==> src/rtl/fetch_line_buffer_if.sv <==
// Fetch bus: instruction-memory address/line, branch redirect and the decode valid/ready issue port.
// master = fetch_line_buffer side, slave = memory/decode/branch side.
interface fetch_line_buffer_if;
  logic [31:0]  MEM_ADDRESS;
  logic [127:0] INSTRUCTION_SET;
  logic         redirect_valid;
  logic [31:0]  redirect_pc;
  logic         instr_valid;
  logic         instr_ready;
  logic [31:0]  instr;
  logic [31:0]  instr_pc;

  modport master (
    output MEM_ADDRESS, instr_valid, instr, instr_pc,
    input  INSTRUCTION_SET, redirect_valid, redirect_pc, instr_ready
  );

  modport slave (
    input  MEM_ADDRESS, instr_valid, instr, instr_pc,
    output INSTRUCTION_SET, redirect_valid, redirect_pc, instr_ready
  );
endinterface

==> src/rtl/fetch_line_buffer.sv <==
// Times fixed-latency instruction-memory lines and issues one word per cycle; FETCH_PREFETCH_EN adds the NXT prefetch entry.
// Latency: first word valid MEM_LATENCY+1 edges after reset release or redirect; registered outputs.
// Backpressure: outputs hold while instr_valid && !instr_ready; fetch stalls in HOLD when no entry is free.
module fetch_line_buffer #(
  parameter int          MEM_LATENCY = 6,
  parameter logic [31:0] RESET_PC    = 32'h0000_0000
) (
  input  logic                clk,
  input  logic                rst_n,
  fetch_line_buffer_if.master bus
);
  localparam int CW = $clog2(MEM_LATENCY + 1);

  typedef enum logic {ST_WAIT, ST_HOLD} state_t;

  state_t        r_state, w_state;
  logic [CW-1:0] r_cnt, w_cnt;
  logic [31:0]   r_mem_addr, w_mem_addr;
  logic [1:0]    r_ptr, w_ptr;
  logic          r_cur_vld, w_cur_vld;
  logic [127:0]  r_cur_dat, w_cur_dat;
  logic [27:0]   r_cur_line, w_cur_line;
  logic [31:0]   r_instr, w_instr;
  logic [31:0]   r_instr_pc, w_instr_pc;
  logic          w_xfer, w_cap, w_free;
  logic          w_unused_pc_lsb;
`ifdef FETCH_PREFETCH_EN
  logic          r_nxt_vld, w_nxt_vld;
  logic [127:0]  r_nxt_dat, w_nxt_dat;
  logic [27:0]   r_nxt_line, w_nxt_line;
`endif

  assign w_unused_pc_lsb = ^bus.redirect_pc[1:0];

  function automatic logic [31:0] f_word(input logic [127:0] line, input logic [1:0] ptr);
    case (ptr)
      2'd0:    f_word = line[127:96];
      2'd1:    f_word = line[95:64];
      2'd2:    f_word = line[63:32];
      default: f_word = line[31:0];
    endcase
  endfunction

  always_comb begin
    w_state    = r_state;
    w_cnt      = r_cnt;
    w_mem_addr = r_mem_addr;
    w_ptr      = r_ptr;
    w_cur_vld  = r_cur_vld;
    w_cur_dat  = r_cur_dat;
    w_cur_line = r_cur_line;
    w_free     = 1'b0;
`ifdef FETCH_PREFETCH_EN
    w_nxt_vld  = r_nxt_vld;
    w_nxt_dat  = r_nxt_dat;
    w_nxt_line = r_nxt_line;
`endif
    w_xfer = r_cur_vld && bus.instr_ready;
    w_cap  = (r_state == ST_WAIT) && (r_cnt == CW'(MEM_LATENCY));

    if (bus.redirect_valid) begin
      // Flush wins over any same-edge transfer or capture; the in-flight line is simply never captured.
      w_cur_vld  = 1'b0;
`ifdef FETCH_PREFETCH_EN
      w_nxt_vld  = 1'b0;
`endif
      w_mem_addr = {bus.redirect_pc[31:4], 4'b0000};
      w_cnt      = '0;
      w_ptr      = bus.redirect_pc[3:2];
      w_state    = ST_WAIT;
    end else begin
      if (w_xfer) begin
        if (r_ptr == 2'd3) begin
          w_ptr = 2'd0;
`ifdef FETCH_PREFETCH_EN
          w_cur_vld  = r_nxt_vld;
          w_cur_dat  = r_nxt_dat;
          w_cur_line = r_nxt_line;
          w_nxt_vld  = 1'b0;
`else
          w_cur_vld  = 1'b0;
`endif
        end else begin
          w_ptr = r_ptr + 2'd1;
        end
      end

      if (w_cap) begin
        if (!w_cur_vld) begin
          w_cur_vld  = 1'b1;
          w_cur_dat  = bus.INSTRUCTION_SET;
          w_cur_line = r_mem_addr[31:4];
        end
`ifdef FETCH_PREFETCH_EN
        else begin
          w_nxt_vld  = 1'b1;
          w_nxt_dat  = bus.INSTRUCTION_SET;
          w_nxt_line = r_mem_addr[31:4];
        end
      end
      w_free = !w_nxt_vld;
`else
      end
      w_free = !w_cur_vld;
`endif

      // MEM_ADDRESS always names the newest line, so the next sequential fetch is simply +16.
      if (w_cap || (r_state == ST_HOLD)) begin
        if (w_free) begin
          w_mem_addr = r_mem_addr + 32'd16;
          w_cnt      = '0;
          w_state    = ST_WAIT;
        end else begin
          w_state = ST_HOLD;
        end
      end else begin
        w_cnt = r_cnt + CW'(1);
      end
    end

    w_instr    = '0;
    w_instr_pc = '0;
    if (w_cur_vld) begin
      w_instr    = f_word(w_cur_dat, w_ptr);
      w_instr_pc = {w_cur_line, w_ptr, 2'b00};
    end
  end

  always_ff @(posedge clk or negedge rst_n) begin
    if (!rst_n) begin
      r_state    <= ST_WAIT;
      r_cnt      <= '0;
      r_mem_addr <= {RESET_PC[31:4], 4'b0000};
      r_ptr      <= RESET_PC[3:2];
      r_cur_vld  <= 1'b0;
      r_cur_dat  <= '0;
      r_cur_line <= '0;
      r_instr    <= '0;
      r_instr_pc <= '0;
`ifdef FETCH_PREFETCH_EN
      r_nxt_vld  <= 1'b0;
      r_nxt_dat  <= '0;
      r_nxt_line <= '0;
`endif
    end else begin
      r_state    <= w_state;
      r_cnt      <= w_cnt;
      r_mem_addr <= w_mem_addr;
      r_ptr      <= w_ptr;
      r_cur_vld  <= w_cur_vld;
      r_cur_dat  <= w_cur_dat;
      r_cur_line <= w_cur_line;
      r_instr    <= w_instr;
      r_instr_pc <= w_instr_pc;
`ifdef FETCH_PREFETCH_EN
      r_nxt_vld  <= w_nxt_vld;
      r_nxt_dat  <= w_nxt_dat;
      r_nxt_line <= w_nxt_line;
`endif
    end
  end

  assign bus.MEM_ADDRESS = r_mem_addr;
  assign bus.instr_valid = r_cur_vld;
  assign bus.instr       = r_instr;
  assign bus.instr_pc    = r_instr_pc;
endmodule

==> src/flat_wrapper.sv <==
// flat-port wrapper written by rule: the top's interface ports become plain ports
module fetch_line_buffer_flat 
#(
  parameter int          MEM_LATENCY = 6,
  parameter logic [31:0] RESET_PC    = 32'h0000_0000
)
  (clk, rst_n, bus_MEM_ADDRESS, bus_instr_valid, bus_instr, bus_instr_pc, bus_INSTRUCTION_SET, bus_redirect_valid, bus_redirect_pc, bus_instr_ready);
  fetch_line_buffer_if bus_i ();
  input  logic clk;
  input  logic rst_n;
  output wire logic [$bits(bus_i.MEM_ADDRESS)-1:0] bus_MEM_ADDRESS;
  output wire logic [$bits(bus_i.instr_valid)-1:0] bus_instr_valid;
  output wire logic [$bits(bus_i.instr)-1:0] bus_instr;
  output wire logic [$bits(bus_i.instr_pc)-1:0] bus_instr_pc;
  input wire logic [$bits(bus_i.INSTRUCTION_SET)-1:0] bus_INSTRUCTION_SET;
  input wire logic [$bits(bus_i.redirect_valid)-1:0] bus_redirect_valid;
  input wire logic [$bits(bus_i.redirect_pc)-1:0] bus_redirect_pc;
  input wire logic [$bits(bus_i.instr_ready)-1:0] bus_instr_ready;
  assign bus_MEM_ADDRESS = bus_i.MEM_ADDRESS;
  assign bus_instr_valid = bus_i.instr_valid;
  assign bus_instr = bus_i.instr;
  assign bus_instr_pc = bus_i.instr_pc;
  assign bus_i.INSTRUCTION_SET = bus_INSTRUCTION_SET;
  assign bus_i.redirect_valid = bus_redirect_valid;
  assign bus_i.redirect_pc = bus_redirect_pc;
  assign bus_i.instr_ready = bus_instr_ready;
  fetch_line_buffer #(.MEM_LATENCY(MEM_LATENCY), .RESET_PC(RESET_PC)) u_core (.clk(clk), .rst_n(rst_n), .bus(bus_i));
endmodule
==> config.mk <==
export PLATFORM = sky130hd
export DESIGN_NAME = fetch_line_buffer_flat
export DESIGN_NICKNAME = d
export VERILOG_FILES = /design/src/rtl/fetch_line_buffer_if.sv /design/src/rtl/fetch_line_buffer.sv /design/src/flat_wrapper.sv
export SDC_FILE = /design/constraint.sdc
export NUM_CORES = 1
export LEC_CHECK = 0
export CORE_MARGIN = 5
export CORE_UTILIZATION = 45
export CTS_CLUSTER_DIAMETER = 30
export DETAILED_ROUTE_END_ITERATION = 7
export PLACE_DENSITY_LB_ADDON = 0.1
export RECOVER_POWER = 25
export SYNTH_ARGS = -nofsm -noshare
export SYNTH_HDL_FRONTEND = slang
export SYNTH_SLANG_ARGS = --single-unit
==> constraint.sdc <==
create_clock -name clk -period 2.4 [get_ports clk]
set_clock_uncertainty 0.15 [all_clocks]
set_input_delay 0.48 -clock clk [delete_from_list [all_inputs] [get_ports clk]]
set_output_delay 0.48 -clock clk [all_outputs]
set_load 0.02 [all_outputs]
==> results of run 1 <==
-- worst reg2reg max path: stages, from the launching register on --
cell	delay (ps)
dfrtp_1	440
ha_4	240
and4b_1	200
a221oi_4	220
buf_6	170
buf_12	150
inv_2	40
and2_4	190
clkbuf_16	190
a311oi_1	300
-- Yosys cell counts (4+ instances only) --
master	count	share of area (%)
nand4_1	11	0.63
nor3_1	8	0.37
o21ai_0	86	4.0
and3_1	5	0.29
a311oi_1	32	2.6
and2_1	5	0.29
and4_1	4	0.32
xor2_1	13	1.0
nor4_2	5	0.58
nor2_1	7	0.24
nand3_1	106	4.9
ha_1	4	0.46
mux2_2	22	2.3
buf_1	7	0.24
inv_1	4	0.14
nand2_1	281	9.7
xnor2_1	15	1.2
a221oi_1	32	2.6
buf_2	27	1.2
a21oi_1	62	2.9
clkbuf_1	44	1.5
o21ai_1	11	0.51
mux2_4	10	1.4
buf_4	7	0.48
dfrtp_1	253	58
-- metrics by stage --
stage | TNS (ps) | area [um^2] | total power, mW | setup slack, ps | hold slack, ps
2_1_floorplan | 0 | 10900 | 5.82 | 177 | 34.4
3_3_place_gp | -10870 | 14500 | 6.71 | -329 | 202
3_5_place_dp | -12070 | 14500 | 6.76 | -338 | 201
4_1_cts | 0 | 16400 | 14.2 | 15.3 | 231
5_1_grt | -749 | 17000 | 15.0 | -92.9 | 250
6_report | -1.68 | 17000 | 14.4 | -1.68 | 223
-- cells by family (layout without fill, tap and decap cells) --
| kind of cell | Yosys count | in the layout | synth area share, % |
|---|---|---|---|
| and+or+nand+nor | 446 | 446 | 18.3 |
| adders and majority gates | 4 | 4 | 0.460 |
| DFF | 253 | 253 | 58.2 |
| xor gates and xnor gates | 28 | 28 | 2.26 |
| muxes | 34 | 34 | 3.84 |
| AOI/OAI and AO/OA | 229 | 229 | 13.0 |
| other | 1 | 8 | 0.0345 |
| buffers and inverters | 92 | 470 | 3.80 |
-- cell type report --
type                            count  area (um^2)
Fill cell                        1748         6640
Sequential cell                   253         6330
Multi-Input combinational cell    747         4540
Timing Repair Buffer              371         3840
Clock buffer                       75         1570
Tap cell                          319          399
Clock inverter                     18          273
Inverter                            6         22.5
Antenna cell                        2         5.00
-- metal layers --
layer  share of wire, %  wire length, um  vias to the layer above
met1                 43            15300                     4844
met3                7.1             2530                       63
li1                   -                -                     4523
met5              0.064               23                        -
met4                2.1              769                        4
met2                 48            17300                      376
-- report_power, final --
part | leakage (nW) | switching [mW] | internal (mW) | total, mW
Clock | 0.899 | 2.30 | 5.16 | 7.46
Combinational | 3.60 | 1.02 | 1.00 | 2.02
Sequential | 3.43 | 0.184 | 4.75 | 4.94
-- path summary, 6_finish.rpt --
path / startpoint / to / slack [ps] / cells after the start
max in group asynchronous: rst_n / u_core.bus.instr_pc[3] / 480 / 3
hold / removal: rst_n / u_core.r_cur_dat[25] / 220 / 2
hold reg to reg: u_core.r_cur_line[19] / u_core.r_cur_line[19] / 320 / 2
min in group clk: u_core.r_cur_line[19] / u_core.r_cur_line[19] / 320 / 2
setup reg to reg: u_core.r_ptr[0] / u_core.bus.instr[28] / -2 / 9
setup / recovery: u_core.r_ptr[0] / u_core.bus.instr[28] / -2 / 9
-- sequential cells by signal, summed over array words and instances, names as in the netlist --
signal	flops
u_core.r_state	1
u_core.bus.MEM_ADDRESS	28
u_core.bus.instr_pc	30
u_core.r_cur_dat	128
u_core.r_cnt	3
u_core.r_cur_line	28
u_core.r_ptr	2
u_core.bus.instr_valid	1
u_core.bus.instr	32
-- repair_timing --
action | 4_1_cts | 5_1_grt
endpoints found under the hold margin | 63 | 0
hold buffers | 1 | 0
resized for setup | 1 | 71
pin swaps | 0 | 12
setup buffers | 0 | 8
setup endpoints to repair | 1 | 32
gates cloned | 0 | 9
==> metrics.txt, run 1 <==
vias in the first global route=9855; final setup vio count=1; warnings from Yosys=0; commonest non-fill, non-tap cells in the layout=280 x nand2_1, 253 x dfrtp_1, 250 x clkdlybuf4s50_1; synthesized area=10900 um^2; drt drc=0; Core Area=23600 um^2; Die H=165 um; Remaining Overflow, GRT=0; critical path type=register to register; Fmax achieved=416 MHz; cell family with most CP delay=buffers and inverters; Post-synth EDFFs=0; post-DP HPWL=22300 um; Initial Utilization=46.0%; global routing usage on met3=5.46%; Row Count=56; Root Driver=clkbuf_16; most common cell after layout, fill and taps aside=nand2_1; clock sink count=253; I/O Buffers=252; Worst Setup End Kind=register; post-route ant nets=0; failing checks=setup timing; Tightest Pin Transition=1220 ps; Area growth, synth to finish=56.1%; status=complete, but fails checks; first-pass iteration count of the detailed router=5; library cells used by synthesis=47; final core utilization=71.9%; pins over their slew limit=0; DR WL/cell=20.1 um; DR vias/cell=5.48; Rel. slew slack=18.4%; hold crit path type=primary input to async pin; CTS tree=built; busiest layer in global routing=met2; worst vdd ir=0.000519 V; WP data required=2680 ps; Worst path slowest cell=dfrtp_1; register bit total from synthesis=253; Die Width=165 um; Placed Instances=1678; GRT Util Overall=24.6%; H-tree levels=2; cell chain of the critical path=ha_4 -> and4b_1 -> a221oi_4 -> buf_6 -> buf_12 -> inv_2 -> and2_4 -> clkbuf_16 -> a311oi_1; sequential area share after synthesis=58.2%; min cycle time layout=2400 ps; CTS max path bufs=3; fin cells=1791; largest net degree at the start of global routing=79; top-level port count=261; endpoints failing hold=0; CP Max Fanout=10; period utilisation layout=100%; initial antenna violation count=4; met1 global-route usage=34.2%; worst setup margin=-1.68 ps; top_reg_cell synth=dfrtp_1; Global Route met2 Usage=39.0%; clock slew at reported path FFs=50 ps; share of layout cells above drive strength 1=20.8%; clk_lat worst skew=540 ps; CP Buf/Inv Count=4; Die Area=27400 um^2; total CTS buffers=54; P_leak=7.93 nW; Layout Nets=1601; Total Wirelength=35900 um; Crit path largest cell delay=440 ps; Power Dens Cells=849 nW/um^2; maxcap violations=0; Synth Instances=1087; GP Congestion=0.827; Initial DRC Count=649; Critical Path Source Type=register; vias post-DR=9810; worst path arrival time=2680 ps; first-pass GRT wire length=53000 um; asr flop ratio synth=100%; Avg Cell Area, Syn=10.0 um^2
No activity file was read; power rests on OpenSTA's default activity.
==> run 2: changes to the inputs <==
--- a/config.mk
+++ b/config.mk
@@ -9,6 +9,7 @@
 export CORE_UTILIZATION = 45
 export CTS_CLUSTER_DIAMETER = 30
 export DETAILED_ROUTE_END_ITERATION = 7
+export DONT_BUFFER_PORTS = 1
 export PLACE_DENSITY_LB_ADDON = 0.1
 export RECOVER_POWER = 25
 export SYNTH_ARGS = -nofsm -noshare
==> metrics.txt, run 2 (same netlist as run 1, synthesis figures left out) <==
status=complete, but fails checks; failing checks=hold timing; CTS tree=built; setup_tns=0 ps; most common cell after layout, fill and taps aside=nand2_1; Die Width=165 um; vias post-DR=9255; final instance area=15800 um^2; Core Area=23600 um^2; Area growth, synth to finish=45.2%; first-pass iteration count of the detailed router=5; vias in the first global route=9723; largest net degree at the start of global routing=254; Worst Setup End Kind=register; share of layout cells above drive strength 1=20.8%; Top Layer Used=met5; GP Congestion=0.802; Root Driver=clkbuf_16; final setup vio count=0; Layout Nets=1478; post-route ant nets=0; hold crit path type=primary input to async pin; first-pass GRT wire length=53300 um; endpoints failing hold=253; Row Count=56; pins over their slew limit=0; worst setup margin=86.1 ps; clock slew at reported path FFs=50 ps; dpl cell area=11700 um^2; H-tree levels=2; fin cells=1681; P_leak=7.56 nW; met2 wire len=16700 um; pre-CTS setup slack=9.57 ps; met1 WL=14800 um; WP data required=2660 ps; drt drc=0; period utilisation layout=96.4%; commonest non-fill, non-tap cells in the layout=279 x nand2_1, 253 x dfrtp_1, 152 x dlygate4sd3_1; Rel. slew slack=47.5%; CTS max path bufs=3; RSZ-0062 raised after global routing=no; clock sink count=253; cts hold-fix bufs=153; GRT Util Overall=24.8%; initial antenna violation count=3; Total Wirelength=34800 um; Critical Path Source Type=register; DR vias/cell=5.51; CP Max Fanout=8; Power Dens Cells=941 nW/um^2; top-level port count=261; Detail Route met3 WL=2530 um; clk_lat worst skew=550 ps; Remaining Overflow, GRT=0; WHS=-521 ps; Die Area=27400 um^2; Placed Instances=1403; DR WL/cell=20.7 um; critical path type=register to register; worst path arrival time=2580 ps; min cycle time layout=2310 ps; Initial DRC Count=724; Top reg by flops=u_core.r_cur_dat; total CTS buffers=61; I/O Buffers=0; # fillers=1870; worst vdd ir=0.000624 V; Initial Utilization=46.0%; Tightest Pin Transition=788 ps; max reg flops=128; Die H=165 um; post-DP HPWL=20400 um; Fmax achieved=432 MHz; maxcap violations=0
==> run 2: cell types whose count changed in the layout (fill, tap and decap cells not counted), moves of 11 or more <==
cell	before	now
a221oi_2	26	15
clkdlybuf4s50_1	250	0
buf_4	82	64
dlygate4sd3_1	1	152
o21ai_0	74	86
a311oi_2	21	10
a221oi_1	6	17
o21ai_1	22	10
==> run 2: where the power goes <==
group / internal (mW) / total, mW / switching, mW
Combinational: 0.731 / 1.58 / 0.844
Clock: 5.84 / 8.33 / 2.49
Sequential: 4.75 / 4.95 / 0.198
Total: 11.3 / 14.9 / 3.53
==> run 2: layout make-up <==
class / instances / area, um^2 / share of cell area, %
Multi-Input combinational cell: 747 / 4450 / 28.2
Timing Repair Buffer: 241 / 2460 / 15.6
Clock buffer: 83 / 1770 / 11.2
Antenna cell: 3 / 7.51 / 0.0476
Inverter: 6 / 22.5 / 0.143
Sequential cell: 253 / 6330 / 40.1
Tap cell: 319 / 399 / 2.53
Clock inverter: 29 / 354 / 2.24
==> run 2: path summary, 6_finish.rpt <==
check | from | endpoint | slack [ps] | cells past startpoint
max | u_core.r_cnt[1] | u_core.bus.instr[7] | 90 | 7
min | rst_n | u_core.bus.instr_pc[15] | -520 | 0
max reg2reg | u_core.r_cnt[1] | u_core.bus.instr[7] | 90 | 7
min reg2reg | u_core.r_cur_line[6] | u_core.r_cur_line[6] | 310 | 2
max in group asynchronous | rst_n | u_core.r_cur_dat[76] | 1950 | 0
min in group clk | bus_INSTRUCTION_SET[44] | u_core.r_cur_dat[44] | 30 | 3
==> run 2: timing repair <==
| action | in CTS | in global routing |
|---|---|---|
| gates resized for setup | 4 | 50 |
| cloned | 0 | 2 |
| setup endpoints to repair | 5 | 39 |
| endpoints found under the hold margin | 440 | 253 |
| pin swaps | 0 | 7 |
| setup buffers | 0 | 8 |
==> run 2: worst max-delay path, cell delays in order, from the launching register on <==
cell	delay, ps
dfrtp_1	410
ha_4	190
and4bb_2	270
nand2_4	130
buf_4	210
mux2_2	380
a221oi_1	340
a311oi_1	90
==> run 2: per-layer routing <==
| metal | track usage [%] | vias up |
|---|---|---|
| met5 | 0 | - |
| met3 | 6.33 | 60 |
| met1 | 33.2 | 4559 |
| li1 | - | 4281 |
| met4 | 7.69 | 2 |
| met2 | 39.9 | 353 |
==> run 2: through the flow <==
| stage | util (%) | total power [mW] |
|---|---|---|
| final | 66.9 | 14.9 |
| after global routing | 66.9 | 15.4 |
| after CTS | 65.2 | 14.8 |
| after detailed placement | 49.6 | 6.19 |
| after global placement | 49.6 | 6.16 |
| after floorplan | - | 5.82 |
==> run 3: changes to the inputs <==
--- a/config.mk
+++ b/config.mk
@@ -7,11 +7,13 @@
 export LEC_CHECK = 0
 export CORE_MARGIN = 5
 export CORE_UTILIZATION = 45
+export CTS_BUF_LIST = sky130_fd_sc_hd__clkbuf_16
 export CTS_CLUSTER_DIAMETER = 30
 export DETAILED_ROUTE_END_ITERATION = 7
 export DONT_BUFFER_PORTS = 1
 export PLACE_DENSITY_LB_ADDON = 0.1
 export RECOVER_POWER = 25
+export SKIP_LAST_GASP = 1
 export SYNTH_ARGS = -nofsm -noshare
 export SYNTH_HDL_FRONTEND = slang
 export SYNTH_SLANG_ARGS = --single-unit
==> constraint.sdc (replaced) <==
create_clock -name clk -period 2.85 [get_ports clk]
set_clock_uncertainty 0.15 [all_clocks]
set_input_delay 0.57 -clock clk [delete_from_list [all_inputs] [get_ports clk]]
set_output_delay 0.57 -clock clk [all_outputs]
set_load 0.02 [all_outputs]
==> metrics.txt, run 3 (same netlist as run 1, synthesis figures left out) <==
total CTS buffers=58; WHS=-433 ps; Core Area=23600 um^2; clock sink count=253; vias post-DR=8726; Total Wirelength=32900 um; period utilisation layout=95.5%; GRT Util Overall=23.3%; total power=11.7 mW; CTS max path bufs=3; Worst path slowest cell=a221oi_1; first-pass GRT wire length=50200 um; max reg flops=128; DR vias/cell=5.63; Top reg by flops=u_core.r_cur_dat; fin cells=1551; footprint of the multi-input gates=4240 um^2; final instance area=14100 um^2; share of layout cells above drive strength 1=14.4%; Die Width=165 um; sequential standard cell area=6330 um^2; setup_tns=0 ps; DR WL/cell=21.2 um; worst setup margin=129 ps; Die H=165 um; first-pass iteration count of the detailed router=5; RSZ-0062 raised after global routing=no; Rel. slew slack=33.5%; Worst Setup End Kind=register; Initial DRC Count=601; pre-CTS setup slack=113 ps; Remaining Overflow, GRT=0; Area growth, synth to finish=29.9%; Reg2Reg Depth=8; Crit path largest cell delay=540 ps; clk_lat worst skew=570 ps; Critical Path Source Type=register; cell chain of the critical path=inv_1 -> ha_1 -> and4bb_2 -> nand2_4 -> buf_4 -> mux2_2 -> a221oi_1 -> a311oi_1; GP Congestion=0.812; endpoints failing hold=253; CTS tree=built; dpl cell area=11300 um^2; post-DP HPWL=19800 um; post-route ant nets=0; n_diodes=0; clock slew at reported path FFs=50 ps; Placed Instances=1362; post_cts resized=0; Root Driver=clkbuf_16; commonest non-fill, non-tap cells in the layout=280 x nand2_1, 253 x dfrtp_1, 106 x nand3_1; initial antenna violation count=4; Initial Utilization=46.0%; worst vdd ir=0.000553 V; H-tree levels=2; # fillers=1977; Die Area=27400 um^2; P_leak=6.83 nW; min cycle time layout=2720 ps; worst path arrival time=2980 ps; drt drc=0; Post-CTS Setup Repair Bufs=0; failing checks=hold timing; pins over their slew limit=0; Tightest Pin Transition=992 ps; CP Max Fanout=5; maxcap violations=0; top-level port count=261; hold crit path type=primary input to async pin; Row Count=56; most common cell after layout, fill and taps aside=nand2_1; status=complete, but fails checks; Power Dens Cells=829 nW/um^2; Fmax achieved=368 MHz; I/O Buffers=0; final setup vio count=0; WP data required=3110 ps; critical path type=register to register; Layout Nets=1354; largest net degree at the start of global routing=254; vias in the first global route=9030
## run 3: cell type report
| type | count | share of cell area (%) |
|---|---|---|
| clock buffers | 58 | 10.3 |
| flip-flops and latches | 253 | 44.8 |
| multi-input cells | 749 | 30.1 |
| clock inverters | 48 | 3.45 |
| well taps | 319 | 2.83 |
| repair buffers | 118 | 8.40 |
| inverters | 6 | 0.159 |
## run 3: timing repair
item	4_1_cts	5_1_grt
hold buffers	80	1
endpoints found under the hold margin	340	254
endpoints found under the setup margin	0	13
## run 3: path summary, 6_finish.rpt
kind | from | endpoint | slack (ps)
hold / removal | rst_n | u_core.r_cur_line[11] | -430
hold reg to reg | u_core.r_cur_dat[2] | u_core.r_cur_dat[2] | 310
setup / recovery | u_core.r_cnt[0] | u_core.bus.instr[12] | 130
min in group clk | bus_INSTRUCTION_SET[39] | u_core.r_cur_dat[39] | 20
max in group asynchronous | rst_n | u_core.bus.instr_pc[25] | 2310
setup reg to reg | u_core.r_cnt[0] | u_core.bus.instr[12] | 130
## run 3: worst max-delay path: cells and delay by family, from the launching register on
family,cells,cell delay [ps]
compound gates,2,640
fa+ha+maj,1,370
buf+inv,2,290
flops,1,370
mux,1,290
simple gates,2,460
## run 3: metal layers
metal	track usage [%]	vias up	part of all wire (%)
met5	0	-	0.16
met4	6.15	8	1.9
met3	7.30	59	8.2
li1	-	4033	-
met2	37.2	296	47
met1	31.0	4330	42
## run 3: metrics by stage
stage | hold slack [ps] | utilization [%]
global placement | 135 | 48.0
global route | -457 | 59.8
CTS | -455 | 59.6
floorplan | 124 | -
finish | -433 | 59.8
detailed placement | 133 | 48.0
## run 3: power by group
group	total, mW	switching [mW]	internal (mW)	leakage [nW]
Combinational	1.02	0.574	0.450	2.42
Clock	6.47	2.07	4.40	0.976
Sequential	4.21	0.204	4.00	3.43
